--- src/rtl/zeroheti_pkg.sv ---
// Shared types for the APB peripheral hub: address rules, default 4-port map
// and the hub transaction state encoding.
package zeroheti_pkg;

  typedef struct packed {
    logic [31:0] base;
    logic [31:0] last;
  } apb_rule_t;

  // Four contiguous 4 KiB windows starting at 0; the last bound is exclusive.
  localparam apb_rule_t [3:0] DefaultApbRules = {
    apb_rule_t'{base: 32'h0000_3000, last: 32'h0000_4000},
    apb_rule_t'{base: 32'h0000_2000, last: 32'h0000_3000},
    apb_rule_t'{base: 32'h0000_1000, last: 32'h0000_2000},
    apb_rule_t'{base: 32'h0000_0000, last: 32'h0000_1000}
  };

  typedef enum logic [2:0] {
    IDLE,
    SETUP,
    ACCESS,
    DECERR,
    RESP
  } hub_state_e;

endpackage

--- src/rtl/apb_addr_decode.sv ---
// Combinational address decoder: matches base <= addr < last against each rule,
// lowest rule index wins when rules overlap.
module apb_addr_decode
  import zeroheti_pkg::*;
#(
  parameter int unsigned NrPorts = 4,
  parameter int unsigned AddrWidth = 32,
  parameter int unsigned IdxWidth = 2,
  parameter apb_rule_t [NrPorts-1:0] AddrRules = DefaultApbRules
) (
  input  logic [AddrWidth-1:0] addr_i,
  output logic                 hit_o,
  output logic [IdxWidth-1:0]  idx_o
);

  logic [63:0] addr_ext;
  assign addr_ext = 64'(addr_i);

  // Scanning from the top index down lets the lowest matching index overwrite last.
  always_comb begin
    hit_o = 1'b0;
    idx_o = '0;
    for (int i = NrPorts - 1; i >= 0; i--) begin
      if ((addr_ext >= 64'(AddrRules[i].base)) && (addr_ext < 64'(AddrRules[i].last))) begin
        hit_o = 1'b1;
        idx_o = IdxWidth'(i);
      end
    end
  end

endmodule

--- src/rtl/apb_periph_hub.sv ---
// APB 1-to-N peripheral hub with registered decode and decode-error response.
// Define APB_HUB_TIMEOUT_EN to force an error response after TimeoutCycles ACCESS waits.
module apb_periph_hub
  import zeroheti_pkg::*;
#(
  parameter int unsigned NrPorts = 4,
  parameter int unsigned AddrWidth = 32,
  parameter int unsigned DataWidth = 32,
  parameter int unsigned TimeoutCycles = 255,
  parameter apb_rule_t [NrPorts-1:0] AddrRules = DefaultApbRules
) (
  input  logic                               clk_i,
  input  logic                               rst_i,
  input  logic                               mgr_psel_i,
  input  logic                               mgr_penable_i,
  input  logic                               mgr_pwrite_i,
  input  logic [AddrWidth-1:0]               mgr_paddr_i,
  input  logic [DataWidth-1:0]               mgr_pwdata_i,
  output logic [DataWidth-1:0]               mgr_prdata_o,
  output logic                               mgr_pready_o,
  output logic                               mgr_pslverr_o,
  output logic [NrPorts-1:0]                 sub_psel_o,
  output logic                               sub_penable_o,
  output logic                               sub_pwrite_o,
  output logic [AddrWidth-1:0]               sub_paddr_o,
  output logic [DataWidth-1:0]               sub_pwdata_o,
  input  logic [NrPorts-1:0][DataWidth-1:0]  sub_prdata_i,
  input  logic [NrPorts-1:0]                 sub_pready_i,
  input  logic [NrPorts-1:0]                 sub_pslverr_i,
  output logic                               err_irq_o
);

  localparam int unsigned IdxWidth = (NrPorts > 1) ? $clog2(NrPorts) : 1;

  // Handshake: a request is taken when mgr_psel_i is high in IDLE; the manager
  // sees exactly one mgr_pready_o cycle (RESP) per accepted request.
  hub_state_e            state_q;
  logic [IdxWidth-1:0]   idx_q;
  logic [AddrWidth-1:0]  addr_q;
  logic [DataWidth-1:0]  wdata_q;
  logic [DataWidth-1:0]  rdata_q;
  logic                  write_q;
  logic                  slverr_q;
  logic                  penable_q;
  logic                  pready_q;
  logic                  irq_q;
  logic [NrPorts-1:0]    psel_q;

  logic                  dec_hit;
  logic [IdxWidth-1:0]   dec_idx;
  logic [NrPorts-1:0]    dec_onehot;

`ifdef APB_HUB_TIMEOUT_EN
  logic [15:0]           cnt_q;
`else
  logic [15:0]           unused_timeout;
  assign unused_timeout = 16'(TimeoutCycles);
`endif

  // The manager's penable phase carries no information the hub needs.
  logic unused_penable;
  assign unused_penable = mgr_penable_i;

  apb_addr_decode #(
    .NrPorts   (NrPorts),
    .AddrWidth (AddrWidth),
    .IdxWidth  (IdxWidth),
    .AddrRules (AddrRules)
  ) u_decode (
    .addr_i (mgr_paddr_i),
    .hit_o  (dec_hit),
    .idx_o  (dec_idx)
  );

  always_comb begin
    dec_onehot = '0;
    dec_onehot[dec_idx] = 1'b1;
  end

  always_ff @(posedge clk_i or posedge rst_i) begin
    if (rst_i) begin
      state_q   <= IDLE;
      idx_q     <= '0;
      addr_q    <= '0;
      wdata_q   <= '0;
      rdata_q   <= '0;
      write_q   <= 1'b0;
      slverr_q  <= 1'b0;
      penable_q <= 1'b0;
      pready_q  <= 1'b0;
      irq_q     <= 1'b0;
      psel_q    <= '0;
`ifdef APB_HUB_TIMEOUT_EN
      cnt_q     <= '0;
`endif
    end else begin
      pready_q <= 1'b0;
      irq_q    <= 1'b0;
      case (state_q)
        IDLE: begin
          if (mgr_psel_i) begin
            addr_q  <= mgr_paddr_i;
            wdata_q <= mgr_pwdata_i;
            write_q <= mgr_pwrite_i;
            if (dec_hit) begin
              idx_q   <= dec_idx;
              psel_q  <= dec_onehot;
              state_q <= SETUP;
`ifdef APB_HUB_TIMEOUT_EN
              cnt_q   <= '0;
`endif
            end else begin
              state_q <= DECERR;
            end
          end
        end
        SETUP: begin
          penable_q <= 1'b1;
          state_q   <= ACCESS;
        end
        ACCESS: begin
          if (sub_pready_i[idx_q]) begin
            rdata_q   <= sub_prdata_i[idx_q];
            slverr_q  <= sub_pslverr_i[idx_q];
            psel_q    <= '0;
            penable_q <= 1'b0;
            pready_q  <= 1'b1;
            state_q   <= RESP;
          end
`ifdef APB_HUB_TIMEOUT_EN
          // A ready arriving on the limit cycle still completes normally.
          else if (cnt_q == 16'(TimeoutCycles - 1)) begin
            rdata_q   <= '0;
            slverr_q  <= 1'b1;
            psel_q    <= '0;
            penable_q <= 1'b0;
            pready_q  <= 1'b1;
            irq_q     <= 1'b1;
            state_q   <= RESP;
          end else begin
            cnt_q <= cnt_q + 16'd1;
          end
`endif
        end
        DECERR: begin
          rdata_q  <= '0;
          slverr_q <= 1'b1;
          pready_q <= 1'b1;
          irq_q    <= 1'b1;
          state_q  <= RESP;
        end
        RESP: begin
          rdata_q  <= '0;
          slverr_q <= 1'b0;
          state_q  <= IDLE;
        end
        default: state_q <= IDLE;
      endcase
    end
  end

  assign mgr_prdata_o  = rdata_q;
  assign mgr_pready_o  = pready_q;
  assign mgr_pslverr_o = slverr_q;
  assign sub_psel_o    = psel_q;
  assign sub_penable_o = penable_q;
  assign sub_pwrite_o  = write_q;
  assign sub_paddr_o   = addr_q;
  assign sub_pwdata_o  = wdata_q;
  assign err_irq_o     = irq_q;

endmodule

--- config.mk ---
export PLATFORM = sky130hd
export DESIGN_NAME = apb_periph_hub
export DESIGN_NICKNAME = d
export VERILOG_FILES = /design/src/rtl/zeroheti_pkg.sv /design/src/rtl/apb_addr_decode.sv /design/src/rtl/apb_periph_hub.sv
export SDC_FILE = /design/constraint.sdc
export NUM_CORES = 1
export LEC_CHECK = 0
export BUFFER_PORTS_ARGS = -buffer_cell sky130_fd_sc_hd__buf_2
export CAP_MARGIN = 20
export CORE_AREA = 4 4 117 119
export CTS_BUF_LIST = sky130_fd_sc_hd__clkbuf_8 sky130_fd_sc_hd__clkbuf_16
export DETAILED_ROUTE_END_ITERATION = 16
export DIE_AREA = 0 0 121 123
export PLACE_DENSITY = 0.75
export SLEW_MARGIN = 5
export SYNTH_ARGS = -nofsm -noshare
export SYNTH_HDL_FRONTEND = slang
export SYNTH_SLANG_ARGS = --single-unit
--- constraint.sdc ---
create_clock -name clk_i -period 3.9 [get_ports clk_i]
set_input_delay 0.78 -clock clk_i [delete_from_list [all_inputs] [get_ports clk_i]]
set_output_delay 0.78 -clock clk_i [all_outputs]
set_load 0.05 [all_outputs]
==> impl_metrics.tcl <==
set metrics [dict create \
    status "finished, final reports clean" \
    clockRootBuffer "clkbuf_16" \
    drt_iter0_markers 253 \
    grt_pass1_vias 4547 \
    vias 4520 \
    postCtsHoldBufs 0 \
    worstHoldPathCells 2 \
    worstMarginPinSlew_ps 861 \
    cts_buffers 9 \
    p_int_mw 2.98 \
    ys_warn_count 0 \
    peakVddDrop_mv 0.423 \
    power.share.clock 0.129 \
    synth_largest_area_cell "dfrtp_1" \
    use_met1 0.225 \
    stdcell_area_sq_um 6960 \
    initial_core_util 0.399 \
    p_leak_nw 3.79 \
    grtUsageTotal 0.199 \
    final.setup.tns_ps 0 \
    gp_congestion 0.769 \
    busiest_layer "met2" \
    critical_path_class "reg2reg" \
    cp_slowest_cell "or4b_2" \
    cts_resized 0 \
    cp-start-kind "flip-flop" \
    grt_pass1_wl_mm 23.1 \
    finalCritPeriodShare 0.654 \
    insertion_delay_ps 330 \
    synth.distinct_cells 28 \
    synth-edff-count 0 \
    grt-ovfl-total 0 \
    syn_inst 456 \
    use_met2 0.355 \
    p_total_mw 6.43 \
    vias_per_cell 4.86 \
    portBuffers 308 \
    synth_area_sq_um 5010 \
    synth.avg_cell_area_sq_um 11.0 \
    synthTopCellsByArea "dfrtp_1, nand2_1, mux4_2, a22o_1, clkbuf_1" \
    r2r_end "sub_pwdata_o[20]$_DFFE_PP0P_" \
    synthFlopType "dfrtp_1" \
    synth.top_cell.area_share 0.549 \
    nets 956 \
    cpPeakStageDelay_ps 1050 \
    maxCapViolations 0 \
    placed_cell_area_sq_um 6690 \
    drive_above_1_share 0.489 \
    finClkSkew_ps 7.29 \
    dp.cells 912 \
    dp_hpwl_mm 12.2 \
    hp-start "sub_pwdata_o[21]$_DFFE_PP0P_" \
    synth.most_common_cell "nand2_1" \
    clk_pin_slew_ps 70 \
    worst_setup_path_end_kind "flip-flop" \
    rsz0062_at_grt "no" \
    die_x_um 121 \
    r2r-start "state_q[2]$_DFFE_PP0P_" \
    synth-seq-cells 110 \
    htree_levels 3 \
    wirelength_mm 15.4 \
    die_y_um 123 \
    postLayoutCoreUtil 0.554 \
    cts_setup_buffers 0 \
    post_drt_wl_per_cell_um 16.5 \
    antenna_found_initial 2 \
    path_max_fanout 32 \
    met3_usage 0.0613 \
    min_period_ps 2550 \
    setup_viol 0 \
    async_reset_ff_frac 1.00 \
    die_area_sq_um 14900 \
    ys_seq_area_frac 0.549 \
    core_sq_um 12600 \
    drcViolationCount 0 \
    hold_path.class "reg2reg" \
    grt_max_degree 72 \
    fmax_mhz 392 \
    fill_cells 1136 \
    worstHoldEndpoint "sub_pwdata_o[21]$_DFFE_PP0P_" \
    crit_top_cell "nand2_1" \
    hold_viol_final 0 \
    area_delta_synth_final_pct 38.8 \
    p_comb_frac 0.562 \
    power_density_nw_per_um2 924 \
    cts_sinks 110 \
    worstPathRequired_ps 4170 \
    p_sw_mw 3.45 \
    final_cells 930 \
    cts_max_path_buffers 2 \
    first_pass_iters 7 \
    crit_path_cell_trace "or4b_2 -> inv_2 -> buf_4 -> nand2_1 -> nand2_1" \
    swShare 0.537 \
    ant_nets 0 \
    cts_tree "done" \
    rows 41 \
    synth_common_cells "nand2_1, dfrtp_1, mux4_2, a22o_1, clkbuf_1" \
    slew_violations 0 \
    relSlewSlack 0.425 \
    rr_worst_depth 5 \
    crit_arrival_ps 2820 \
    r2r_slack_ps 1350 \
    seqPwrFrac 0.308 \
    synth_fp_nets 661 \
    ios 310 \
]
[worst max-delay path: cells and delay by family (launching register included)]
family / cells / cell delay, ps
flip-flops: 1 / 470
buffers and inverters: 2 / 790
AND/OR/NAND/NOR: 3 / 1220
[placed cells by master, fill, tap and decap left out, drive strengths merged, types with 2 or more instances in the layout]
master    n
buf     315
nand2   205
dfrtp   110
mux4     34
a22o     32
clkbuf   10
nor2      7
o21ai     6
inv       6
o32a      4
nor4      4
o21a      3
nor3      3
diode     2
nand3b    2
a211oi    2
mux2      2
nand3     2
clkinv    2
a21oi     2
[cell families after synthesis]
kind of cell / synth area share
AOI/OAI and AO/OA: 0.0823
DFF: 0.549
buffers and inverters: 0.0324
and+or+nand+nor: 0.179
muxes: 0.157
[registers in the layout, indices dropped and copies added, names as in the netlist]
| name | count |
|---|---|
| mgr_prdata_o | 32 |
| mgr_pslverr_o | 1 |
| sub_psel_o | 4 |
| sub_paddr_o | 32 |
| sub_penable_o | 1 |
| state_q | 3 |
| idx_q | 2 |
| sub_pwdata_o | 32 |
| sub_pwrite_o | 1 |
| err_irq_o | 1 |
| mgr_pready_o | 1 |
[per-stage QoR]
step | worst slack, ps | hold slack (ps)
6_report | 1350 | 469
5_1_grt | 1200 | 482
4_1_cts | 1340 | 473
3_5_place_dp | 1060 | 456
3_3_place_gp | 1050 | 452
2_1_floorplan | 218 | 539
[power by group through the flow]
stage	registers [mW]	clock network, mW	logic [mW]
2_1_floorplan	3.82	0	0.924
3_3_place_gp	1.98	0	3.60
3_5_place_dp	1.99	0	3.65
4_1_cts	1.98	0.861	3.65
5_1_grt	2.05	0.908	3.82
6_report	1.98	0.832	3.62
[worst max path at each step]
stage	from	endpoint	cells past startpoint
after floorplan	rst_i	err_irq_o$_DFF_PP0_	1
after global placement	mgr_psel_i	sub_pwdata_o[10]$_DFFE_PP0P_	6
after detailed placement	mgr_psel_i	sub_pwdata_o[20]$_DFFE_PP0P_	6
after CTS	state_q[2]$_DFFE_PP0P_	sub_pwdata_o[20]$_DFFE_PP0P_	5
after global routing	state_q[2]$_DFFE_PP0P_	sub_pwdata_o[16]$_DFFE_PP0P_	5
final	state_q[2]$_DFFE_PP0P_	sub_pwdata_o[20]$_DFFE_PP0P_	5
[final cells by class]
type | instances | area [sq um] | share of cell area
clock buffers | 10 | 239 | 0.0343
inverters | 2 | 10.0 | 0.00144
diodes | 2 | 5.00 | 0.000719
repair buffers | 315 | 1610 | 0.231
well taps | 172 | 215 | 0.0309
flip-flops and latches | 110 | 2750 | 0.396
clock inverters | 6 | 30.0 | 0.00431
multi-input cells | 313 | 2100 | 0.302
[routing by layer]
| metal | up-vias | wire, um |
|---|---|---|
| li1 | 2159 | - |
| met1 | 2127 | 5640 |
| met2 | 207 | 8090 |
| met3 | 25 | 1330 |
| met4 | 2 | 280 |
| met5 | - | 8 |
No activity file was read; power rests on OpenSTA's default activity.
